`src/rtl/commit_controller_pkg.sv`:
```
// Shared types for the commit stage: buffer entry layout, entry/unit/op enums and commit FSM states.
// Sizes here are the single source of truth for the reservation buffer and its tag width.
package commit_controller_pkg;

  localparam int BUF_SIZE     = 8;
  localparam int BUF_SIZE_LOG = 3;
  localparam int TAG_W        = BUF_SIZE_LOG + 1;
  localparam int COMMIT_WIDTH = 2;

  typedef enum logic [1:0] {
    S_NOT_USED,
    S_WAITING,
    S_EXECUTING,
    S_EXECUTED
  } e_state_t;

  typedef enum logic [1:0] {
    ALU,
    BRANCH,
    LOAD,
    STORE
  } unit_t;

  typedef enum logic [3:0] {
    OP_ADD,
    OP_SUB,
    OP_AND,
    OP_OR,
    OP_LB,
    OP_LH,
    OP_LW,
    OP_SB,
    OP_SH,
    OP_SW,
    OP_BEQ,
    OP_BNE
  } op_t;

  typedef enum logic [1:0] {
    C_RUN,
    C_STORE,
    C_FLUSH
  } commit_state_t;

  typedef struct packed {
    e_state_t          e_state;
    logic [TAG_W-1:0]  tag;
    unit_t             unit;
    op_t               op;
    logic [4:0]        dest;
    logic [31:0]       vk;
    logic [31:0]       result;
    logic [31:0]       pc;
  } entry_t;

  // A branch's result holds its resolved next PC; anything but fall-through means fetch went the wrong way.
  function automatic logic is_mispredict(input unit_t unit, input logic [31:0] result,
                                         input logic [31:0] pc);
    return (unit == BRANCH) && (result != pc + 32'd4);
  endfunction

endpackage

```
`src/rtl/commit_controller_oldest_pair_finder.sv`:
```
// Combinational search for the two oldest used buffer entries.
// Older means a larger tag; index[0] is the oldest, index[1] the next oldest.
module oldest_pair_finder
  import commit_controller_pkg::*;
(
  input  logic [BUF_SIZE-1:0]     used,
  input  logic [TAG_W-1:0]        tags  [BUF_SIZE],
  output logic [COMMIT_WIDTH-1:0] valid,
  output logic [BUF_SIZE_LOG-1:0] index [COMMIT_WIDTH]
);

  logic                    best_valid;
  logic                    second_valid;
  logic [BUF_SIZE_LOG-1:0] best_index;
  logic [BUF_SIZE_LOG-1:0] second_index;
  logic [TAG_W-1:0]        best_tag;
  logic [TAG_W-1:0]        second_tag;

  // A new maximum demotes the previous maximum to second place.
  always_comb begin
    best_valid   = 1'b0;
    second_valid = 1'b0;
    best_index   = '0;
    second_index = '0;
    best_tag     = '0;
    second_tag   = '0;
    for (int i = 0; i < BUF_SIZE; i++) begin
      if (used[i]) begin
        if (!best_valid || (tags[i] > best_tag)) begin
          second_valid = best_valid;
          second_index = best_index;
          second_tag   = best_tag;
          best_valid   = 1'b1;
          best_index   = BUF_SIZE_LOG'(i);
          best_tag     = tags[i];
        end else if (!second_valid || (tags[i] > second_tag)) begin
          second_valid = 1'b1;
          second_index = BUF_SIZE_LOG'(i);
          second_tag   = tags[i];
        end
      end
    end
  end

  assign valid    = {second_valid, best_valid};
  assign index[0] = best_index;
  assign index[1] = second_index;

endmodule

```
`src/rtl/commit_controller.sv`:
```
// In-order commit: retires up to two entries per cycle, serialises stores over a req/ack port,
// and raises a one-cycle flush with redirect PC on a mispredicted branch. Define COMMIT_PERF_EN for perf counters.
module commit_controller
  import commit_controller_pkg::*;
(
  input  logic                    clk,
  input  logic                    rst_n,
  input  entry_t                  entries_all [BUF_SIZE],
  output logic [COMMIT_WIDTH-1:0] free_valid,
  output logic [BUF_SIZE_LOG-1:0] free_index  [COMMIT_WIDTH],
  output logic [COMMIT_WIDTH-1:0] reg_we,
  output logic [4:0]              reg_waddr   [COMMIT_WIDTH],
  output logic [31:0]             reg_wdata   [COMMIT_WIDTH],
  output logic                    mem_req,
  output logic [31:0]             mem_addr,
  output logic [31:0]             mem_wdata,
  output op_t                     mem_op,
  input  logic                    mem_ack,
  output logic                    flush,
  output logic [31:0]             redirect_pc,
  output logic [31:0]             retired_count,
  output logic [15:0]             flush_count
);

  commit_state_t           state;
  commit_state_t           next_state;
  logic [BUF_SIZE-1:0]     used;
  logic [TAG_W-1:0]        tags [BUF_SIZE];
  logic [COMMIT_WIDTH-1:0] oldest_valid;
  logic [BUF_SIZE_LOG-1:0] oldest_index [COMMIT_WIDTH];
  logic [BUF_SIZE_LOG-1:0] store_index;

  logic slot0_exec;
  logic slot0_store;
  logic slot0_mispred;
  logic slot1_ok;
  logic retire0;
  logic retire1;
  logic store_start;
  logic flush_start;

  for (genvar g = 0; g < BUF_SIZE; g++) begin : g_tags
    assign used[g] = (entries_all[g].e_state != S_NOT_USED);
    assign tags[g] = entries_all[g].tag;
  end

  oldest_pair_finder u_finder (
    .used  (used),
    .tags  (tags),
    .valid (oldest_valid),
    .index (oldest_index)
  );

  // Slot 1 may only ride along behind a plain, correctly predicted slot-0 retirement.
  assign slot0_exec    = oldest_valid[0] && (entries_all[oldest_index[0]].e_state == S_EXECUTED);
  assign slot0_store   = (entries_all[oldest_index[0]].unit == STORE);
  assign slot0_mispred = is_mispredict(entries_all[oldest_index[0]].unit,
                                       entries_all[oldest_index[0]].result,
                                       entries_all[oldest_index[0]].pc);
  assign slot1_ok      = oldest_valid[1]
                         && (entries_all[oldest_index[1]].e_state == S_EXECUTED)
                         && (entries_all[oldest_index[1]].unit != STORE);
  assign retire0       = (state == C_RUN) && slot0_exec && !slot0_store;
  assign retire1       = retire0 && !slot0_mispred && slot1_ok;
  assign store_start   = (state == C_RUN) && slot0_exec && slot0_store;
  assign flush_start   = retire0 && slot0_mispred;

  always_ff @(posedge clk or negedge rst_n) begin
    if (!rst_n) begin
      state <= C_RUN;
    end else begin
      state <= next_state;
    end
  end

  always_comb begin
    next_state = state;
    case (state)
      C_RUN: begin
        if (flush_start) begin
          next_state = C_FLUSH;
        end else if (store_start) begin
          next_state = C_STORE;
        end
      end
      C_STORE: begin
        if (mem_ack) begin
          next_state = C_RUN;
        end
      end
      C_FLUSH: begin
        next_state = C_RUN;
      end
      default: begin
        next_state = C_RUN;
      end
    endcase
  end

  // Store completion reuses port 0; the store entry is still oldest, but its index is latched to be safe.
  always_comb begin
    free_valid[0] = retire0 || ((state == C_STORE) && mem_ack);
    free_valid[1] = retire1;
    free_index[0] = (state == C_STORE) ? store_index : oldest_index[0];
    free_index[1] = oldest_index[1];
    reg_we[0]     = retire0 && (entries_all[oldest_index[0]].dest != 5'd0);
    reg_we[1]     = retire1 && (entries_all[oldest_index[1]].dest != 5'd0);
    reg_waddr[0]  = entries_all[oldest_index[0]].dest;
    reg_waddr[1]  = entries_all[oldest_index[1]].dest;
    reg_wdata[0]  = entries_all[oldest_index[0]].result;
    reg_wdata[1]  = entries_all[oldest_index[1]].result;
  end

  assign mem_req = (state == C_STORE);
  assign flush   = (state == C_FLUSH);

  always_ff @(posedge clk or negedge rst_n) begin
    if (!rst_n) begin
      mem_addr    <= '0;
      mem_wdata   <= '0;
      mem_op      <= OP_ADD;
      store_index <= '0;
      redirect_pc <= '0;
    end else begin
      if (store_start) begin
        mem_addr    <= entries_all[oldest_index[0]].result;
        mem_wdata   <= entries_all[oldest_index[0]].vk;
        mem_op      <= entries_all[oldest_index[0]].op;
        store_index <= oldest_index[0];
      end
      if (flush_start) begin
        redirect_pc <= entries_all[oldest_index[0]].result;
      end
    end
  end

`ifdef COMMIT_PERF_EN
  // Retirements wrap naturally; the flush counter pins at all-ones.
  always_ff @(posedge clk or negedge rst_n) begin
    if (!rst_n) begin
      retired_count <= '0;
      flush_count   <= '0;
    end else begin
      retired_count <= retired_count + 32'(free_valid[0]) + 32'(free_valid[1]);
      if (flush && (flush_count != 16'hFFFF)) begin
        flush_count <= flush_count + 16'd1;
      end
    end
  end
`else
  assign retired_count = '0;
  assign flush_count   = '0;
`endif

endmodule

```
`config.mk`:
```
export PLATFORM = sky130hd
export DESIGN_NAME = commit_controller
export DESIGN_NICKNAME = d
export VERILOG_FILES = /design/src/rtl/commit_controller_pkg.sv /design/src/rtl/commit_controller_oldest_pair_finder.sv /design/src/rtl/commit_controller.sv
export SDC_FILE = /design/constraint.sdc
export NUM_CORES = 1
export LEC_CHECK = 0
export ABC_AREA = 1
export ABC_CLOCK_PERIOD_IN_PS = 23500
export BUFFER_PORTS_ARGS = -buffer_cell sky130_fd_sc_hd__buf_2
export CORE_AREA = 2 2 438 440
export DETAILED_ROUTE_END_ITERATION = 10
export DIE_AREA = 0 0 440 442
export GPL_TIMING_DRIVEN = 0
export PLACE_DENSITY = 0.3
export SYNTH_ARGS = -nofsm -noshare
export SYNTH_HDL_FRONTEND = slang
export SYNTH_SLANG_ARGS = --single-unit
export TNS_END_PERCENT = 30
```
`constraint.sdc`:
```
create_clock -name clk -period 23.5 [get_ports clk]
set_input_delay 4.7 -clock clk [delete_from_list [all_inputs] [get_ports clk]]
set_output_delay 4.7 -clock clk [all_outputs]
set_load 0.05 [all_outputs]
```
# Word-level counts from Yosys, hierarchy flattened
# Cells that the tools add are included.
# Widths: inputs -> output; s select.
[totals] wordCells=198 input_bits=907 register_bits=105 output_inout_bits=234
[classes] magnitude_cmp=15 reduce_logical=54 n_addsub=1 n_eq_ne=10 n_mux=110 bitwise=2
[op_table] op="$bmux 113 s3" count=2
[op_table] op="$mux 113" count=4
[op_table] op="$mux 4" count=30
[op_table] op="$mux 3" count=33
[op_table] op="$gt 4x4->1" count=13
[op_table] op="$mux 1" count=37
[op_table] op="$add 32x3->32 const B" count=1
[op_table] op="$ne 32x32->1" count=1
[op_table] op="$reduce_bool 2->1" count=8
[op_table] op="$logic_not 1->1" count=15
[op_table] op="$logic_or 1x1->1" count=14
[op_table] op="$logic_and 1x1->1" count=13
[op_table] op="$reduce_bool 5->1" count=2
[op_table] op="$eq 2x2->1 const B" count=4
[op_table] op="$ge 4x4->1 const B" count=2
[op_table] op="$not 3->4" count=2
[op_table] op="$mux 2" count=3
[op_table] op="$eq 2x1->1 const B" count=2
[op_table] op="$pmux 2 s2" count=1
[op_table] op="$ne 3x3->1 const B" count=1
[op_table] op="$logic_not 2->1" count=1
[op_table] op="$ne 2x1->1 const B" count=1
[op_table] op="$ne 2x2->1 const B" count=1
[op_table] op="$reduce_and 2->1" count=1

# Longest topological paths before layout
[logic_depth] depth_word=45 depth_mapped=109 mapped_depth_nobuf=103

# Hierarchy
# From an unflattened synthesis, not the netlist that was laid out.
[unflattened] cells_unflattened=3917 hier_area_um2=20129.3
[by_module_without_submodules] module="commit_controller" instances=1 seq_area_each_um2=2627.5 cells_each=3424 area_per_inst_um2=17406.7
[by_module_without_submodules] module="oldest_pair_finder" instances=1 seq_area_each_um2=0.0 cells_each=493 area_per_inst_um2=2722.6

# Worst setup path before layout
# OpenSTA, ideal clock, no wires.
[synth_path] path_kind="input port to output port" startpoint="input entries_all[902] (netlist name)" endpoint="output reg_we[1]" required_time_ns=18.800 arrival_time_ns=16.664 n_path_buf=11 stages=92 setup_slack_ns=2.136 cell_sequence="nor2_2 > inv_2 > nand2_1 > ha_1 > nand2_1 > inv_1 > nand2_1 > nand2_1 > nand2_1 > nand2_1 > nand2_1 > clkbuf_1 > nand2_1 > o21ai_0 > ha_1 > inv_1 > o21bai_1 > nand2_1 > (+56 left out) > o21ai_0 > nand2_1 > inv_1 > nor2_1 > inv_2 > clkbuf_1 > clkbuf_1 > clkbuf_1 > a21oi_1 > o21a_1 > buf_2 > clkinv_1 > clkbuf_1 > o21ai_0 > o21bai_1 > a31oi_1 > nor4_1 > nor2_1"
[synth_rtl] item="start: declaration" line_no="commit_controller.sv:8" source="input entry_t entries_all [BUF_SIZE],"
[synth_rtl] item="end: declaration" line_no="commit_controller.sv:11" source="output logic [COMMIT_WIDTH-1:0] reg_we,"

# Worst setup path in the final report
[layout_path] startpoint="input entries_all[902] (netlist name)" endpoint="output free_valid[1]"
[layout_between] elab_chain_cells=44 word_cells_on_any_way=164 classes_between="add/sub: 1; order compare: 13; eq/ne: 6; mux: 105; bitwise: 2; reduce/logical: 37"
[layout_rtl] item="branches (longest 43 deep; another with $gt 4x4->1)"
[layout_rtl] item="$logic_and 1x1->1 (*)" line_no="commit_controller.sv:64" source="assign retire1 = retire0 && !slot0_mispred && slot1_ok;"
[layout_rtl] item="end: declaration" line_no="commit_controller.sv:9" source="output logic [COMMIT_WIDTH-1:0] free_valid,"
# Every way passes the cells marked *. The select of a mux whose other input is x is not followed.

==> flow_metrics.env <==
export IMPL_layout_cells_most_common_list="1109 x sky130_fd_sc_hd__buf_2, 1008 x sky130_fd_sc_hd__nand2_1, 404 x sky130_fd_sc_hd__o21ai_0"
export IMPL_antenna_found_initial=191
export IMPL_finalWeightedCongestion=0.942
export IMPL_clock_sinks=105
export IMPL_tritoncts_num_buffers=9
export IMPL_top_level_i_o_count=1141
export IMPL_synth_cells=3650
export IMPL_postSynthRegisterBits=105
export IMPL_die_x_um=440
export IMPL_synth_largest_area_cell="sky130_fd_sc_hd__nand2_1"
export IMPL_cp_top_family="simple AND/OR/NAND/NOR gates"
export IMPL_maximum_number_of_pins_on_one_net_before_global_route_repair=70
export IMPL_clockRootBuffer="sky130_fd_sc_hd__clkbuf_16"
export IMPL_drive_above_1_share_pct=31.7
export IMPL_clock_path_buffers=2
export IMPL_syn_area_per_cell_um2=5.35
export IMPL_placement_rows=160
export IMPL_design_die_area_um2=194000
export IMPL_routed_wire_length_per_instance_um=33.6
export IMPL_timing_final_crit_share_pct=95.6
export IMPL_crit_top_cell="sky130_fd_sc_hd__nand2_1"
export IMPL_synth_cell_types=50
export IMPL_worst_slew_margin_rel_pct=25.3
export IMPL_worst_stage_delay_on_the_critical_path_ns=0.46
export IMPL_reg2reg_setup_slack_ns=20.19
export IMPL_grt_pass1_vias=31800
export IMPL_synth_cell_area_um2=19500
export IMPL_synth_warning_count=0
export IMPL_chipHeight_um=442
export IMPL_finalNetCount=5775
export IMPL_mostFrequentLayoutCell="sky130_fd_sc_hd__buf_2"
export IMPL_finalHoldViolations=0
export IMPL_floorplan_core_area_um2=190000
export IMPL_timing_final_crit_period_ns=22.46
export IMPL_grt_first_pass_wirelength_um=316000
export IMPL_critical_path_slowest_cell="sky130_fd_sc_hd__clkbuf_4"
export IMPL_synth_enable_flop_cells=0
export IMPL_netlist_top_cells_area="sky130_fd_sc_hd__nand2_1 20%, sky130_fd_sc_hd__dfrtp_1 13%, sky130_fd_sc_hd__o21ai_0 11%"
export IMPL_timing_max_transition_violations_final=0
export IMPL_end_kind="output pin"
export IMPL_grt_remaining_overflow=0
export IMPL_initial_core_utilization_pct=10.3
export IMPL_clock_transition_at_the_registers_of_the_reported_paths_ns=0.10
export IMPL_min_path_type="reg -> reg"
export IMPL_timing_setup_critical_path_class="in -> out"
export IMPL_gr_usage_all_layers_pct=24.6
export IMPL_synth_ff_type="sky130_fd_sc_hd__dfrtp_1"
export IMPL_outcome="completed"
export IMPL_crit_path_max_fanout=10
export IMPL_layout_stage_area_growth_over_the_synthesis_result_pct=55.1
export IMPL_firstDrtPassIters=8
export IMPL_aggregate_routed_wire_length_um=250000
export IMPL_drt_first_iter_violations=3142
export IMPL_timing_worst_slew_pin_value_ns=1.12
export IMPL_detailedPlacementHpwl_um=211000
export IMPL_worstPathArrival_ns=17.76
export IMPL_clkLatencyLatePin_ns=0.46
export IMPL_ys_async_sr_fraction_pct=100
export IMPL_finClkSkew_ns=0.0196
export IMPL_fmax_mhz=44.5
export IMPL_synth_top_cell_area_share_pct=20.0
export IMPL_setup_violations=0
export IMPL_cts_tree="done"
export IMPL_worst_path_buf_inv=28
export IMPL_critPathRequiredTime_ns=18.80
export IMPL_synth_sequential_area_ratio_pct=13.5
export IMPL_ctsHoldBuffers=0
export IMPL_ctsHtreeMaxLevel=3
export IMPL_tns_ns=0
export IMPL_maxcap_viol_count=0
export IMPL_layout_filler_cells=22600
export IMPL_via_per_inst=4.39
export IMPL_drcViolationCount=0
export IMPL_routed_via_count=32600
export IMPL_worstSetupStartpointType="input port"
export IMPL_route_antenna_remaining_nets=0
export IMPL_placement_io_buffers=1092
[cell usage after synthesis, types with 15 or more instances]
library cell	count
sky130_fd_sc_hd__nor2_1	385
sky130_fd_sc_hd__o21ai_0	438
sky130_fd_sc_hd__o31ai_1	23
sky130_fd_sc_hd__buf_2	86
sky130_fd_sc_hd__clkbuf_1	137
sky130_fd_sc_hd__o211ai_1	97
sky130_fd_sc_hd__buf_4	72
sky130_fd_sc_hd__nand2_1	1040
sky130_fd_sc_hd__a31oi_1	55
sky130_fd_sc_hd__a21oi_1	128
sky130_fd_sc_hd__dfrtp_1	105
sky130_fd_sc_hd__o22ai_1	99
sky130_fd_sc_hd__o21ai_1	18
sky130_fd_sc_hd__nand3_1	404
sky130_fd_sc_hd__nand4_1	50
sky130_fd_sc_hd__inv_1	303
sky130_fd_sc_hd__ha_1	51
sky130_fd_sc_hd__buf_1	15
sky130_fd_sc_hd__inv_2	15
[path summary, 6_finish.rpt]
path | cells after the start | startpoint | endpoint
min in group asynchronous | 1 | rst_n | mem_wdata[16]
worst min-delay path | 2 | redirect_pc[13] | redirect_pc[13]
max in group asynchronous | 2 | rst_n | redirect_pc[13]
worst min register to register | 2 | redirect_pc[13] | redirect_pc[13]
worst max register to register | 10 | state[1] | mem_wdata[21]
worst max-delay path | 97 | entries_all[902] | free_valid[1]
[cells by family (layout without fill, tap and decap cells)]
group                      count (synthesis)  after routing  synth area share (%)
AOI/OAI and AO/OA                        902            902                  26.4
and+or+nand+nor                         1936           1937                  41.5
adders and majority gates                 51             51                  3.27
DFF                                      105            105                  13.5
xor gates and xnor gates                  11             11                 0.493
other                                      1            137                0.0192
buffers and inverters                    644           1768                  14.9
[routing by layer]
| layer | part of all wire (%) | GRT usage [%] |
|---|---|---|
| met5 | 0.099 | 0 |
| met4 | 7.9 | 16.5 |
| met3 | 5.9 | 3.76 |
| met2 | 49 | 43.6 |
| met1 | 37 | 27.0 |
[metrics by stage]
stage / hold WS (ns) / cells / area [um^2] / setup slack (ns) / util (%)
after CTS: 0.482 / 7324 / 29300 / 0.00288 / 15.4
after detailed placement: 0.456 / 7304 / 28400 / -4.67 / 15.0
after global routing: 0.507 / 7393 / 30200 / -0.0436 / 15.9
final: 0.482 / 7422 / 30300 / 1.04 / 16.0
after floorplan: 0.453 / 3697 / 19700 / 2.14 / -
after global placement: 0.455 / 7300 / 28300 / -4.85 / 14.9
[worst reg2reg max path: cells and delay by family (launching register included)]
family	cells	cell delay [ns]
compound gates	3	0.74
buf+inv	5	1.51
flops	1	0.41
simple gates	2	0.50
[state kept, by name, indices dropped and copies added, names as in the netlist]
signal / flops
store_index: 3
mem_op: 4
redirect_pc: 32
mem_addr: 32
state: 2
mem_wdata: 32
[area by class of cell]
class                           instances  area [um^2]  area share, %
Sequential cell                       105         2630           8.68
Antenna cell                           89          223          0.736
Clock buffer                            9          225          0.744
Multi-Input combinational cell       2949        14700           48.6
Timing Repair Buffer                 1107         5730           18.9
Clock inverter                          7         97.6          0.322
Inverter                              320         1210           4.00
Timing Repair inverter                  1         5.00         0.0165
Buffer                                324         2310           7.62
Tap cell                             2511         3140           10.4
[what timing repair did]
item / 4_1_cts / 5_1_grt
pin swaps: 3 / 13
setup buffers: 4 / 7
endpoints found under the setup margin: 84 / 53
gates cloned: 0 / 2
gates resized for setup: 217 / 288
Power is not shown: default switching activity piles up to over one toggle a cycle in this logic, so the estimate is an artifact.
